===== src/rtl/uart_pkg.sv =====
// uart_pkg: shared UART state encoding and frame constants
package uart_pkg;
  localparam int UART_DATA_BITS = 8;
  typedef enum logic [2:0] {IDLE, START, DATA, PARITY, STOP, WAIT_HIGH} uart_state_e;
endpackage


===== src/rtl/uart_rx_oversample_tick.sv =====
// oversample_tick: baud divider emitting one-cycle ticks, synchronously clearable
module oversample_tick #(
  parameter int DIV = 651
) (
  input  logic clk,
  input  logic rst,
  input  logic clr,
  output logic tick
);
  localparam int CW = (DIV > 1) ? $clog2(DIV) : 1;
  logic [CW-1:0] cnt_q, cnt_d;
  // wrap at DIV-1 and pulse tick; clr pins the phase to zero
  always_comb begin
    tick = !clr && cnt_q == CW'(DIV - 1);
    cnt_d = (clr || tick) ? '0 : cnt_q + CW'(1);
  end
  // divider state, active-low synchronous reset
  always_ff @(posedge clk) cnt_q <= !rst ? '0 : cnt_d;
endmodule


===== src/rtl/uart_rx.sv =====
// uart_rx: 8N1 16x-oversampled UART receiver with valid/ready holding register; UART_RX_PARITY_EN adds a parity bit
module uart_rx
  import uart_pkg::*;
#(
  parameter int CLK_FREQ   = 100_000_000,
  parameter int BAUD       = 9600,
  parameter int OVERSAMPLE = 16,
  parameter int PARITY_ODD = 0
) (
  input  logic       clk,
  input  logic       rst,
  input  logic       rx,
  output logic [7:0] data,
  output logic       valid,
  input  logic       ready,
  output logic       busy,
  output logic       frame_err,
  output logic       overrun,
  output logic       parity_err
);
  localparam int DIV = CLK_FREQ / (BAUD * OVERSAMPLE);
  localparam int TW = $clog2(OVERSAMPLE) + 1;
`ifdef UART_RX_PARITY_EN
  localparam bit PAR_EN = 1'b1;
`else
  localparam bit PAR_EN = 1'b0;
`endif
  uart_state_e state_q, state_d;
  logic sync1_q, sync2_q, rxp_q;
  logic [TW-1:0] tcnt_q, tcnt_d;
  logic [2:0] bit_q, bit_d;
  logic [UART_DATA_BITS-1:0] sh_q, sh_d, data_q, data_d;
  logic valid_q, valid_d, ferr_q, ferr_d, ovr_q, ovr_d, perr_q, perr_d, pbad_q, pbad_d;
  logic rx_s, fall, tick, samp, deliver;
  assign rx_s = sync2_q;
  assign fall = rxp_q && !rx_s;
  oversample_tick #(.DIV(DIV)) u_tick (
    .clk (clk),
    .rst (rst),
    .clr (state_q == IDLE && !fall),
    .tick(tick)
  );
  // frame sequencing, sampling, delivery into the holding register and error pulses
  always_comb begin
    state_d = state_q;
    bit_d = bit_q;
    sh_d = sh_q;
    pbad_d = pbad_q;
    data_d = data_q;
    valid_d = valid_q && !ready;
    ferr_d = 1'b0;
    perr_d = 1'b0;
    deliver = 1'b0;
    samp = tick && tcnt_q == (state_q == START ? TW'(OVERSAMPLE / 2 - 1) : TW'(OVERSAMPLE - 1));
    tcnt_d = samp ? '0 : tick ? tcnt_q + TW'(1) : tcnt_q;
    case (state_q)
      IDLE: begin
        tcnt_d = '0;
        bit_d = '0;
        pbad_d = 1'b0;
        state_d = fall ? START : IDLE;
      end
      START: state_d = samp ? (rx_s ? IDLE : DATA) : START;
      DATA: if (samp) begin
        sh_d = {rx_s, sh_q[UART_DATA_BITS-1:1]};
        bit_d = bit_q + 3'd1;
        state_d = bit_q == 3'd7 ? (PAR_EN ? PARITY : STOP) : DATA;
      end
      PARITY: if (samp) begin
        pbad_d = (^sh_q ^ rx_s) != PARITY_ODD[0];
        perr_d = pbad_d;
        state_d = STOP;
      end
      STOP: if (samp) begin
        ferr_d = !rx_s;
        deliver = rx_s && !pbad_q;
        state_d = rx_s ? IDLE : WAIT_HIGH;
      end
      WAIT_HIGH: state_d = rx_s ? IDLE : WAIT_HIGH;
      default: state_d = IDLE;
    endcase
    ovr_d = deliver && valid_q && !ready;
    data_d = (deliver && !ovr_d) ? sh_q : data_q;
    valid_d = valid_d || deliver;
  end
  // all receiver state with active-low synchronous reset; sync chain resets to idle-high
  always_ff @(posedge clk) begin
    if (!rst) begin
      sync1_q <= 1'b1;
      sync2_q <= 1'b1;
      rxp_q <= 1'b1;
      state_q <= IDLE;
      tcnt_q <= '0;
      bit_q <= '0;
      sh_q <= '0;
      data_q <= '0;
      valid_q <= 1'b0;
      ferr_q <= 1'b0;
      ovr_q <= 1'b0;
      perr_q <= 1'b0;
      pbad_q <= 1'b0;
    end else begin
      sync1_q <= rx;
      sync2_q <= sync1_q;
      rxp_q <= sync2_q;
      state_q <= state_d;
      tcnt_q <= tcnt_d;
      bit_q <= bit_d;
      sh_q <= sh_d;
      data_q <= data_d;
      valid_q <= valid_d;
      ferr_q <= ferr_d;
      ovr_q <= ovr_d;
      perr_q <= perr_d;
      pbad_q <= pbad_d;
    end
  end
  assign data = data_q;
  assign valid = valid_q;
  assign busy = state_q != IDLE;
  assign frame_err = ferr_q;
  assign overrun = ovr_q;
  assign parity_err = PAR_EN & perr_q;
endmodule


===== config.mk =====
export PLATFORM = sky130hd
export DESIGN_NAME = uart_rx
export DESIGN_NICKNAME = d
export VERILOG_FILES = /design/src/rtl/uart_pkg.sv /design/src/rtl/uart_rx_oversample_tick.sv /design/src/rtl/uart_rx.sv
export SDC_FILE = /design/constraint.sdc
export NUM_CORES = 1
export LEC_CHECK = 0
export ABC_CLOCK_PERIOD_IN_PS = 4950
export CORE_MARGIN = 5
export CORE_UTILIZATION = 61
export CTS_CLUSTER_SIZE = 8
export DETAILED_ROUTE_END_ITERATION = 8
export PLACE_DENSITY = 0.93
export RECOVER_POWER = 25
export SYNTH_ARGS = -nofsm -noshare
export SYNTH_HDL_FRONTEND = slang
export SYNTH_HIERARCHICAL = 1
export SYNTH_SLANG_ARGS = --single-unit

===== constraint.sdc =====
create_clock -name clk -period 4.95 [get_ports clk]
set_input_delay 1.2375 -clock clk [delete_from_list [all_inputs] [get_ports clk]]
set_output_delay 1.2375 -clock clk [all_outputs]
set_load 0.005 [all_outputs]

==> results of run 1 <==
-- worst paths after layout --
path                    from      end  slack [ns]  cells after the start
max               state_q[1]     busy        1.83                      2
min                  sync1_q     rx_s        0.42                      1
max reg2reg  u_tick/cnt_q[1]  data[0]        2.15                      8
min reg2reg          sync1_q     rx_s        0.42                      1
-- power by group through the flow --
| stage | registers (W) | clock network [W] | logic [W] |
|---|---|---|---|
| floorplan | 0.000365 | 0 | 0.0000168 |
| global placement | 0.000366 | 0 | 0.0000206 |
| detailed placement | 0.000366 | 0 | 0.0000209 |
| CTS | 0.000358 | 0.000169 | 0.0000211 |
| global route | 0.000359 | 0.000183 | 0.0000233 |
| finish | 0.000359 | 0.000166 | 0.0000208 |
-- placed cells by master (no fill, tap or decap), types with 5 or more instances in the layout --
| cell | instances |
|---|---|
| dfxtp_1 | 44 |
| nand2_1 | 23 |
| a21oi_1 | 22 |
| nand4_1 | 13 |
| clkdlybuf4s50_1 | 13 |
| nor2_1 | 12 |
| o31ai_1 | 9 |
| nand2b_1 | 8 |
| nor3_1 | 8 |
| xnor2_1 | 7 |
| nand3_1 | 7 |
| o21ai_0 | 7 |
| xor2_1 | 6 |
| or3_1 | 5 |
| inv_1 | 5 |
| nor2b_1 | 5 |
| ha_1 | 5 |
| clkbuf_4 | 5 |
| a211oi_1 | 5 |
-- synth_stat cells, drive strengths merged (2+ instances only) --
cell type  number
a21oi          22
buf            15
xnor2           7
dfxtp          44
o211ai          2
clkbuf          4
and4b           2
o31ai           9
nor4            3
nand4          16
a211oi          5
nor3            8
nand3           7
nand2          23
nor2b           5
a21boi          3
nor2           12
xor2            6
nand4b          2
and4            2
nand2b          8
inv             5
ha              5
o21ai           7
o31a            2
or3             5
-- flip-flops by register name, summed over array words and instances, names as in the netlist --
register      cells
u_tick/cnt_q     10
sh_q              8
sync1_q           1
overrun           1
frame_err         1
valid             1
data              8
tcnt_q            5
pbad_q            1
state_q           3
bit_q             3
rx_s              1
rxp_q             1
-- per-layer routing --
layer | GRT usage, % | wire, um | part of all wire (%)
met4 | 7.592 | 85 | 2.1
met2 | 28.60 | 1956 | 48
met1 | 20.52 | 1806 | 44
met5 | 0 | 0 | 0
met3 | 4.942 | 212 | 5.2
-- critical path: stages, from the launching register on --
cell and delay (ns):
dfxtp_1 0.64, or3_1 0.34, clkdlybuf4s50_1 0.55
-- area by class of cell --
cell class,count,area (um^2),area share (%)
Clock inverter,2,12.51,0.5459
Clock buffer,5,37.54,1.638
Tap cell,46,57.56,2.511
Sequential cell,44,880.8,38.43
Multi-Input combinational cell,174,1127,49.18
Timing Repair Buffer,16,157.7,6.878
Inverter,5,18.77,0.8188
-- kinds of logic (layout without fill, tap and decap cells) --
logic type / Yosys count / in the layout / synth area share, %
simple gates: 99 / 99 / 26.75
compound gates: 54 / 54 / 16.36
flops: 44 / 44 / 41.29
buf+inv: 24 / 28 / 5.630
xor+xnor: 14 / 14 / 6.393
fa+ha+maj: 5 / 5 / 2.933
other cells: 1 / 1 / 0.1758
mux: 1 / 1 / 0.4692
-- stage by stage --
| stage | std cells | total power, W | util (%) | instance area [um^2] |
|---|---|---|---|---|
| final | 292 | 0.0005458 | 68.15 | 2292 |
| after global routing | 292 | 0.0005653 | 68.15 | 2292 |
| after CTS | 292 | 0.0005482 | 68.30 | 2297 |
| after detailed placement | 285 | 0.0003873 | 66.82 | 2247 |
| after global placement | 285 | 0.0003869 | 66.82 | 2247 |
| after floorplan | 242 | 0.0003818 | - | 2133 |
==> flow_metrics.py, run 1 <==
metrics = {
    "cts": {
        "cts_setup_buffers": 0,
        "path_clk_slew_ns": 0.11,
        "cts_root_buf": "clkbuf_4",
        "cts.sinks": 44,
        "hold_buffers": 0,
        "cts_buffer_depth": 2,
        "numCtsBuffers": 5,
        "h-tree-depth": 2,
        "cts_resized": 0,
        "tritoncts": "yes",
        "clock_latency_ns": 0.36,
    },
    "sta": {
        "relSlewSlack_pct": 57.31,
        "max_freq_mhz": 320.6,
        "slew_viol_final": 0,
        "min_period_ns": 3.119,
        "clock_skew_ns": 0.01532,
        "period_share_pct": 63.01,
        "finalSetupTns_ns": 0,
        "setup_viol": 0,
        "tightest_slew_ns": 0.6390,
        "finalHoldViolations": 0,
        "fin_ws_ns": 1.831,
        "whs_ns": 0.4229,
        "rsz0062_at_grt": "no",
    },
    "synth": {
        "synth_fp_nets": 251,
        "syn_area_per_cell_um2": 8.815,
        "postSynthCellCount": 242,
        "synth_top_area_cell": "dfxtp_1",
        "netlist_area_mm2": 0.002133,
        "seq_area_frac_synth_pct": 41.29,
        "synth_area_leaders": "dfxtp_1, a21oi_1, nand2_1",
        "yosys_warnings": 6,
        "synth_cell_types": 45,
        "synthFlopType": "dfxtp_1",
        "ys_ff_latch": 44,
        "synth_edf_count": 0,
        "synthArstFlopShare_pct": 0,
        "synth_top_area_share_pct": 41.29,
    },
    "run_status": {
        "outcome": "complete, no violations",
    },
    "setup_path": {
        "crit_fanout": 16,
        "crit_type": "flip-flop to output pin",
        "cp-end-kind": "output pin",
        "start_kind": "flip-flop",
        "cp.arrival_ns": 1.88,
        "required_ns": 3.71,
    },
    "floorplan": {
        "die_area_mm2": 0.004780,
        "start_util_pct": 63.43,
        "core_mm2": 0.003363,
        "core.rowCount": 21,
        "die_h_um": 69.14,
        "pin_count": 17,
        "die_w_um": 69.14,
    },
    "route": {
        "dr.pass1.iters": 4,
        "antenna_left": 0,
        "routed_wl_um": 4060,
        "drc": 0,
        "vias": 1756,
        "drt_iter0_markers": 131,
        "viasPerCell": 6.014,
        "wl_per_cell_um": 13.90,
    },
    "power_and_ir_drop": {
        "sequentialPowerShare_pct": 65.7,
        "p_int_w": 0.0004156,
        "power_frac_comb_pct": 3.8,
        "p_switching_w": 0.0001302,
        "power.leakage_nw": 0.7634,
        "clkPwrFrac_pct": 30.5,
        "ir_worst_vdd_mv": 0.1881,
        "power_switching_share_pct": 23.85,
        "power_density_mw_per_mm2": 238.1,
    },
    "layout": {
        "n_fill_cell": 303,
        "drive_gt1_share_pct": 6.098,
        "area_delta_synth_final_pct": 7.449,
        "final_nets": 255,
        "diodes": 0,
    },
    "global_routing": {
        "globalRouteOverflowTotal": 0,
        "antenna_found_initial": 0,
        "grt_max_degree": 21,
        "grt_pass1_vias": 1549,
        "grt_pass1_wl_um": 6934,
        "grt_use_total_pct": 17.21,
    },
    "placement": {
        "hpwl_um": 2827,
        "place_congestion": 0.8269,
        "io_buffers": 15,
        "dp_slack_ns": 2.161,
    },
    "worst_hold_path": {
        "hold_path.class": "flip-flop to flip-flop",
    },
    "flow_run": {
        "maxCapViolations": 0,
    },
}
No activity file was read; power rests on OpenSTA's default activity.
==> inputs of run 2 (changes only) <==
Settings changed: ABC_CLOCK_PERIOD_IN_PS 4950 to 3200, CORE_UTILIZATION 61 to 57, PLACE_DENSITY 0.93 to 0.88.
Clock period 4.95 ns to 3.2 ns, I/O delays scaled along.
==> run 2 against run 1 <==
Against the previous run: sequential power rose by 54%; critical path depth rose by 6; design area rose by 4.1%; final cell count rose by 1.0%; largest power group unchanged; clock power rose to 2.9 times the previous value; hold slack got worse by 0.017 ns; highest routed layer unchanged; utilization fell by 2.5 points; largest cell class unchanged; sequential share of layout area fell by 1.5 points; setup slack got worse by 1.3 ns; total power rose by 97%; clock skew fell by 0.0086 ns.
==> flow_metrics.py, run 2 (synthesis gave the netlist of run 1 again) <==
metrics = {
    "run_status": {
        "outcome": "complete, no violations",
    },
    "sta": {
        "setup_viol": 0,
        "finalSetupTns_ns": 0,
        "whs_ns": 0.4056,
        "period_share_pct": 82.62,
        "slew_viol_final": 0,
        "fin_ws_ns": 0.5561,
        "rsz0062_at_grt": "no",
        "max_freq_mhz": 378.2,
        "min_period_ns": 2.644,
        "tightest_slew_ns": 0.6096,
        "finalHoldViolations": 0,
        "clock_skew_ns": 0.006727,
        "relSlewSlack_pct": 59.27,
    },
    "layout": {
        "final_nets": 256,
        "n_fill_cell": 320,
        "area_delta_synth_final_pct": 11.85,
        "top_register": "u_tick/cnt_q",
        "final-instance-count-excl-fill": 295,
        "diodes": 0,
        "mostFrequentLayoutCells": "dfxtp_1, nand2_1, a21oi_1, nand4_1",
        "layout_commonest_cell": "dfxtp_1",
        "finalInstanceArea_mm2": 0.002386,
        "largest_reg_flops": 10,
        "drive_gt1_share_pct": 6.883,
    },
    "route": {
        "wl_per_cell_um": 13.85,
        "viasPerCell": 5.861,
        "dr.pass1.iters": 4,
        "drc": 0,
        "routed_wl_um": 4087,
        "vias": 1729,
        "antenna_left": 0,
        "drt_iter0_markers": 211,
    },
    "cts": {
        "h-tree-depth": 2,
        "hold_buffers": 0,
        "cts_buffer_depth": 2,
        "tritoncts": "yes",
        "cts_resized": 0,
        "clock_latency_ns": 0.29,
        "numCtsBuffers": 5,
        "cts_setup_buffers": 0,
        "cts_root_buf": "clkbuf_8",
        "cts.sinks": 44,
        "path_clk_slew_ns": 0.08,
    },
    "global_routing": {
        "use_met1_pct": 22.49,
        "antenna_found_initial": 0,
        "globalRouteOverflowTotal": 0,
        "use_met2_pct": 28.67,
        "grt_max_degree": 21,
        "grt_use_met3_pct": 5.540,
        "grt_use_total_pct": 17.81,
        "top_usage_layer": "met2",
        "grt_pass1_vias": 1614,
        "grt_pass1_wl_um": 7251,
    },
    "setup_path": {
        "crit_type": "flip-flop to flip-flop",
        "cp-end-kind": "flip-flop",
        "required_ns": 3.36,
        "cp.arrival_ns": 2.80,
        "crit_fanout": 16,
        "start_kind": "flip-flop",
        "reg2reg_depth": 8,
    },
    "flow_run": {
        "maxCapViolations": 0,
    },
    "power_and_ir_drop": {
        "sequentialPowerShare_pct": 51.5,
        "clkPwrFrac_pct": 45.4,
        "power_frac_comb_pct": 3.1,
        "ir_worst_vdd_mv": 0.3185,
        "power_switching_share_pct": 19.14,
        "p_switching_w": 0.0002057,
        "power.leakage_nw": 0.8423,
        "power_density_mw_per_mm2": 450.4,
        "p_int_w": 0.0008691,
    },
    "floorplan": {
        "core.rowCount": 22,
        "die_h_um": 71.18,
        "die_area_mm2": 0.005066,
        "pin_count": 17,
        "start_util_pct": 58.71,
        "core_mm2": 0.003633,
        "die_w_um": 71.18,
    },
    "worst_hold_path": {
        "hold_path.class": "flip-flop to flip-flop",
        "whs_path_depth": 1,
    },
    "placement": {
        "io_buffers": 15,
        "dpl_cell_area_mm2": 0.002257,
        "dp_slack_ns": 0.6039,
        "hpwl_um": 2809,
        "placed_cells": 288,
        "place_congestion": 0.8250,
    },
}
==> run 2: cell count changes in the layout (fill, tap and decap cells not counted), sizes merged <==
cell           previous run  this run
buf                       1         2
bufinv                    0         2
clkdlybuf4s50            13         3
clkinv                    1         0
clkinvlp                  1         0
dlygate4sd3               2        12
==> run 2: critical path, cell delays in order (launching register included) <==
cell,delay [ns]
dfxtp_1,0.62
or3_1,0.35
a21oi_1,0.12
nor2b_1,0.13
buf_4,0.15
and4b_1,0.40
nand4_1,0.42
nand3_1,0.23
a21oi_1,0.08
==> run 2: cell type report <==
cell class,count,area (um^2),area share (%)
timing repair buffer,17,165.2,6.922
sequential,44,880.8,36.92
inverter,5,18.77,0.7866
tap,48,60.06,2.517
multi-input combinational,174,1132,47.46
clock buffer,5,68.82,2.884
clock inverter,2,60.06,2.517
==> run 2: path summary, 6_finish.rpt <==
path	from	endpoint	slack, ns
max	state_q[1]	bit_q[0]	0.56
min	sync1_q	rx_s	0.41
max reg2reg	state_q[1]	bit_q[0]	0.56
min reg2reg	sync1_q	rx_s	0.41
==> run 2: per-stage QoR <==
step / utilization [%] / total power, W
final: 65.67 / 0.001075
after global routing: 65.67 / 0.001111
after CTS: 65.67 / 0.001084
after detailed placement: 62.12 / 0.0006000
after floorplan: - / 0.0005906
after global placement: 62.12 / 0.0005995
==> run 2: metal layers <==
| metal | vias to the layer above | routed length [um] |
|---|---|---|
| li1 | 876 | - |
| met5 | - | 0 |
| met2 | 44 | 1963 |
| met4 | 0 | 85 |
| met1 | 802 | 1835 |
| met3 | 7 | 202 |
==> run 2: power groups by stage <==
stage / logic, W / clock network (W) / registers (W)
3_3_place_gp: 0.0000328 / 0 / 0.000567
3_5_place_dp: 0.0000332 / 0 / 0.000567
5_1_grt: 0.0000374 / 0.000518 / 0.000555
6_report: 0.0000335 / 0.000487 / 0.000554
2_1_floorplan: 0.0000260 / 0 / 0.000565
4_1_cts: 0.0000336 / 0.000497 / 0.000554
==> variant 1 (settings of run 2) <==
Change the parameter `PARITY_ODD` from 0 to 1.
--- a/src/rtl/uart_rx.sv
+++ b/src/rtl/uart_rx.sv
@@ -6,5 +6,5 @@
   parameter int BAUD       = 9600,
   parameter int OVERSAMPLE = 16,
-  parameter int PARITY_ODD = 0
+  parameter int PARITY_ODD = 1
 ) (
   input  logic       clk,
Function: no difference found for any inputs over 10 cycles, from zero or initial values and one cycle with rst low; that may be too few to reach the edited logic, so the function may still have changed.
==> variant 1 against run 2 <==
Total power down 13%; routed wire length down 7.0%; sequential power about the same; area after synthesis down 3.1%; cell count down 0.68%; clock skew up 0.0097 ns; first-iteration DRC count down 49%; non-clock buffer count up 2; cell area down 4.2%; sequential cell count unchanged; utilization up 1.2 points; worst setup slack better by 0.031 ns; critical path type unchanged; critical endpoint is now data[0]; largest cell class unchanged; highest routed layer unchanged.
==> variant 1: results <==
metrics = {
    "final_layout": {
        "nonClockInverterCount": 7,
        "multi_input_cells": 169,
        "postLayoutCellArea_mm2": 0.00228,
        "fin_nets": 255,
    },
    "timing": {
        "slew_headroom_pct": 62.9,
    },
    "cts": {
        "cts-root-buf": "clkbuf_4",
    },
    "global_routing": {
        "grt_usage_pct": 16.3,
        "grt_pass1_wl_mm": 6.58,
        "grt_start_max_net_pins": 23,
        "grt_pass1_vias": 1494,
        "met2_usage_pct": 27.5,
    },
    "routing": {
        "vias": 1694,
        "wl_mm": 3.80,
    },
    "yosys": {
        "synth.distinct_cells": 48,
        "yosysSeqAreaShare_pct": 42.6,
        "yosys-top-cells-area": "dfxtp_1 43%, a21oi_1 5.8%, nand2_1 4.2%",
        "ys_top_cells_by_count": "44 x dfxtp_1, 24 x a21oi_1, 23 x nand2_1",
    },
    "worst_setup_path": {
        "slowest_delay_ns": 0.46,
        "cp_max_fo": 13,
        "crit_arrival_ns": 2.91,
        "slowest_stage": "and4_1",
    },
    "placed_design": {
        "placed_area_mm2": 0.00220,
        "place.gp.congestion": 0.817,
    },
    "power": {
        "switching_share_pct": 22.2,
        "leakagePower_nw": 0.782,
        "p_comb_share_pct": 2.9,
        "p_seq_share_pct": 59.2,
        "p_int_w": 0.000730,
    },
    "run_status": {
        "status": "complete, no violations",
    },
}
variant 1: cell types whose count changed in the layout (fill, tap and decap cells not counted), sizes merged, moves of 3 or more:
| cell | run 2 | this run |
|---|---|---|
| clkdlybuf4s50 | 3 | 13 |
| dlygate4sd3 | 12 | 2 |
| nand4 | 16 | 6 |
| o21ai | 7 | 17 |
| nand3 | 7 | 16 |
| o31ai | 9 | 2 |
| xor2 | 6 | 2 |
| and3 | 0 | 3 |
| clkinv | 0 | 3 |
variant 1: kinds of logic after synthesis:
family	share of synthesized area (%)
multiplexers	0.484
AND/OR/NAND/NOR	25.5
XOR/XNOR	6.11
other	0.181
buffers and inverters	6.11
flip-flops	42.6
AO/OA/AOI/OAI	15.9
adder cells (fa/ha/maj)	3.03
variant 1: final timing paths:
kind                    from  endpoint  slack [ns]
max reg2reg  u_tick/cnt_q[0]   data[0]        0.59
max          u_tick/cnt_q[0]   data[0]        0.59
min                  sync1_q      rx_s        0.43
min reg2reg          sync1_q      rx_s        0.43
==> variant 2 (settings of run 2) <==
Without the edit above. The 6 states of `uart_state_e` get a one-hot encoding in 6 bits.
--- a/src/rtl/uart_pkg.sv
+++ b/src/rtl/uart_pkg.sv
@@ -2,5 +2,5 @@
 package uart_pkg;
   localparam int UART_DATA_BITS = 8;
-  typedef enum logic [2:0] {IDLE, START, DATA, PARITY, STOP, WAIT_HIGH} uart_state_e;
+  typedef enum logic [5:0] {IDLE = 6'b000001, START = 6'b000010, DATA = 6'b000100, PARITY = 6'b001000, STOP = 6'b010000, WAIT_HIGH = 6'b100000} uart_state_e;
 endpackage
 
Function: no difference found for any inputs over 10 cycles, from zero or initial values and one cycle with rst low; not proved beyond that.
==> variant 2 against run 2 <==
Area after synthesis shrank 2.5%; cell area shrank 1.9%; total power shrank 3.7%; clock skew grew 0.00063 ns; utilization shrank 0.78 points; synthesized cell count shrank 9.9%; sequential power grew 3%; count of clock-buffer cells in the layout grew 1; worst setup slack lost 0.11 ns; non-clock buffer count grew 1; routed wire length shrank 9.0%; sequential cell count grew 1; cell count shrank 5.8%; critical path type unchanged; critical endpoint is now sh_q[7]; largest power group unchanged.
==> variant 2: results <==
metrics = {
    "worst_setup_path": {
        "crit_arrival_ns": 2.98,
        "crit_start": "state_q[5]",
        "cp_max_fo": 12,
        "reg2regPathDepth": 10,
        "slowest_stage": "o21ai_2",
        "worst-r2r-setup-slack_ns": 0.45,
        "endpoint": "sh_q[7]",
    },
    "global_routing": {
        "grt_pass1_wl_mm": 6.66,
        "grt_usage_pct": 16.7,
        "grt_start_max_net_pins": 24,
        "grt_pass1_vias": 1477,
    },
    "power": {
        "p_seq_share_pct": 55.1,
        "switching_share_pct": 21.3,
        "vdd.ir_drop.worst_mv": 0.338,
        "powerDensity_mw_per_mm2": 442,
        "leakagePower_nw": 0.846,
    },
    "yosys": {
        "yosys-top-cells-area": "dfxtp_1 43%, mux2i_1 8.2%, nand2_1 5.4%",
        "ys_top_cells_by_count": "45 x dfxtp_1, 30 x nand2_1, 17 x mux2i_1",
        "synth_most_common_cell": "dfxtp_1",
        "yosysSeqAreaShare_pct": 43.3,
        "synth_fp_nets": 227,
        "synthCells": 218,
    },
    "routing": {
        "wl_per_cell_um": 13.4,
        "vias_per_cell": 5.72,
        "vias": 1589,
        "drtIter0Drc": 132,
    },
    "timing": {
        "fin_skew_ns": 0.00735,
        "timing.final.crit_share_pct": 86.0,
        "hold_ws_ns": 0.435,
        "tightest_slew_ns": 0.900,
    },
    "placed_design": {
        "dp_hpwl_mm": 2.71,
        "place_ws_ns": 0.479,
        "placed_area_mm2": 0.00224,
        "place.gp.congestion": 0.843,
    },
    "cts": {
        "clkLatencyLatePin_ns": 0.30,
        "htree_levels": 2,
    },
    "worst_hold_path": {
        "hold-path-endpoint": "rx_s",
    },
    "final_layout": {
        "fin_nets": 238,
        "drive_gt1_share_pct": 8.70,
    },
    "run_status": {
        "status": "complete, no violations",
    },
}
## variant 2: cell types whose count changed after synthesis, sizes merged, moves of 3 or more
cell and delta:
a21oi -20, mux2i +16, nand4 -10, o31ai -8, nand2 +7, nor2 -7
buf -6, nor3 +6, a211oi +4, a21boi -3, o2bb2ai +3
## variant 2: cells by family (layout without fill, tap and decap cells)
family	Yosys count	after routing	synth area share, %
and+or+nand+nor	87	87	23.6
DFF	45	45	43.3
AOI/OAI and AO/OA	33	33	13.0
buffers and inverters	21	33	4.93
muxes	17	17	8.18
xor gates and xnor gates	9	9	3.79
adders and majority gates	5	5	3.01
other	1	1	0.180
## variant 2: final cells by class
type,count,area (um^2)
clock buffers,6,72.6
inverters,7,26.3
flip-flops and latches,45,901
multi-input cells,152,1070
fillers,274,1270
clock inverters,2,38.8
well taps,48,60.1
repair buffers,18,169
## variant 2: metal layers
layer	GRT usage (%)	routed length (um)
met1	20.6	1630
met3	4.89	157
met4	8.30	95
met5	0	0
met2	26.5	1840
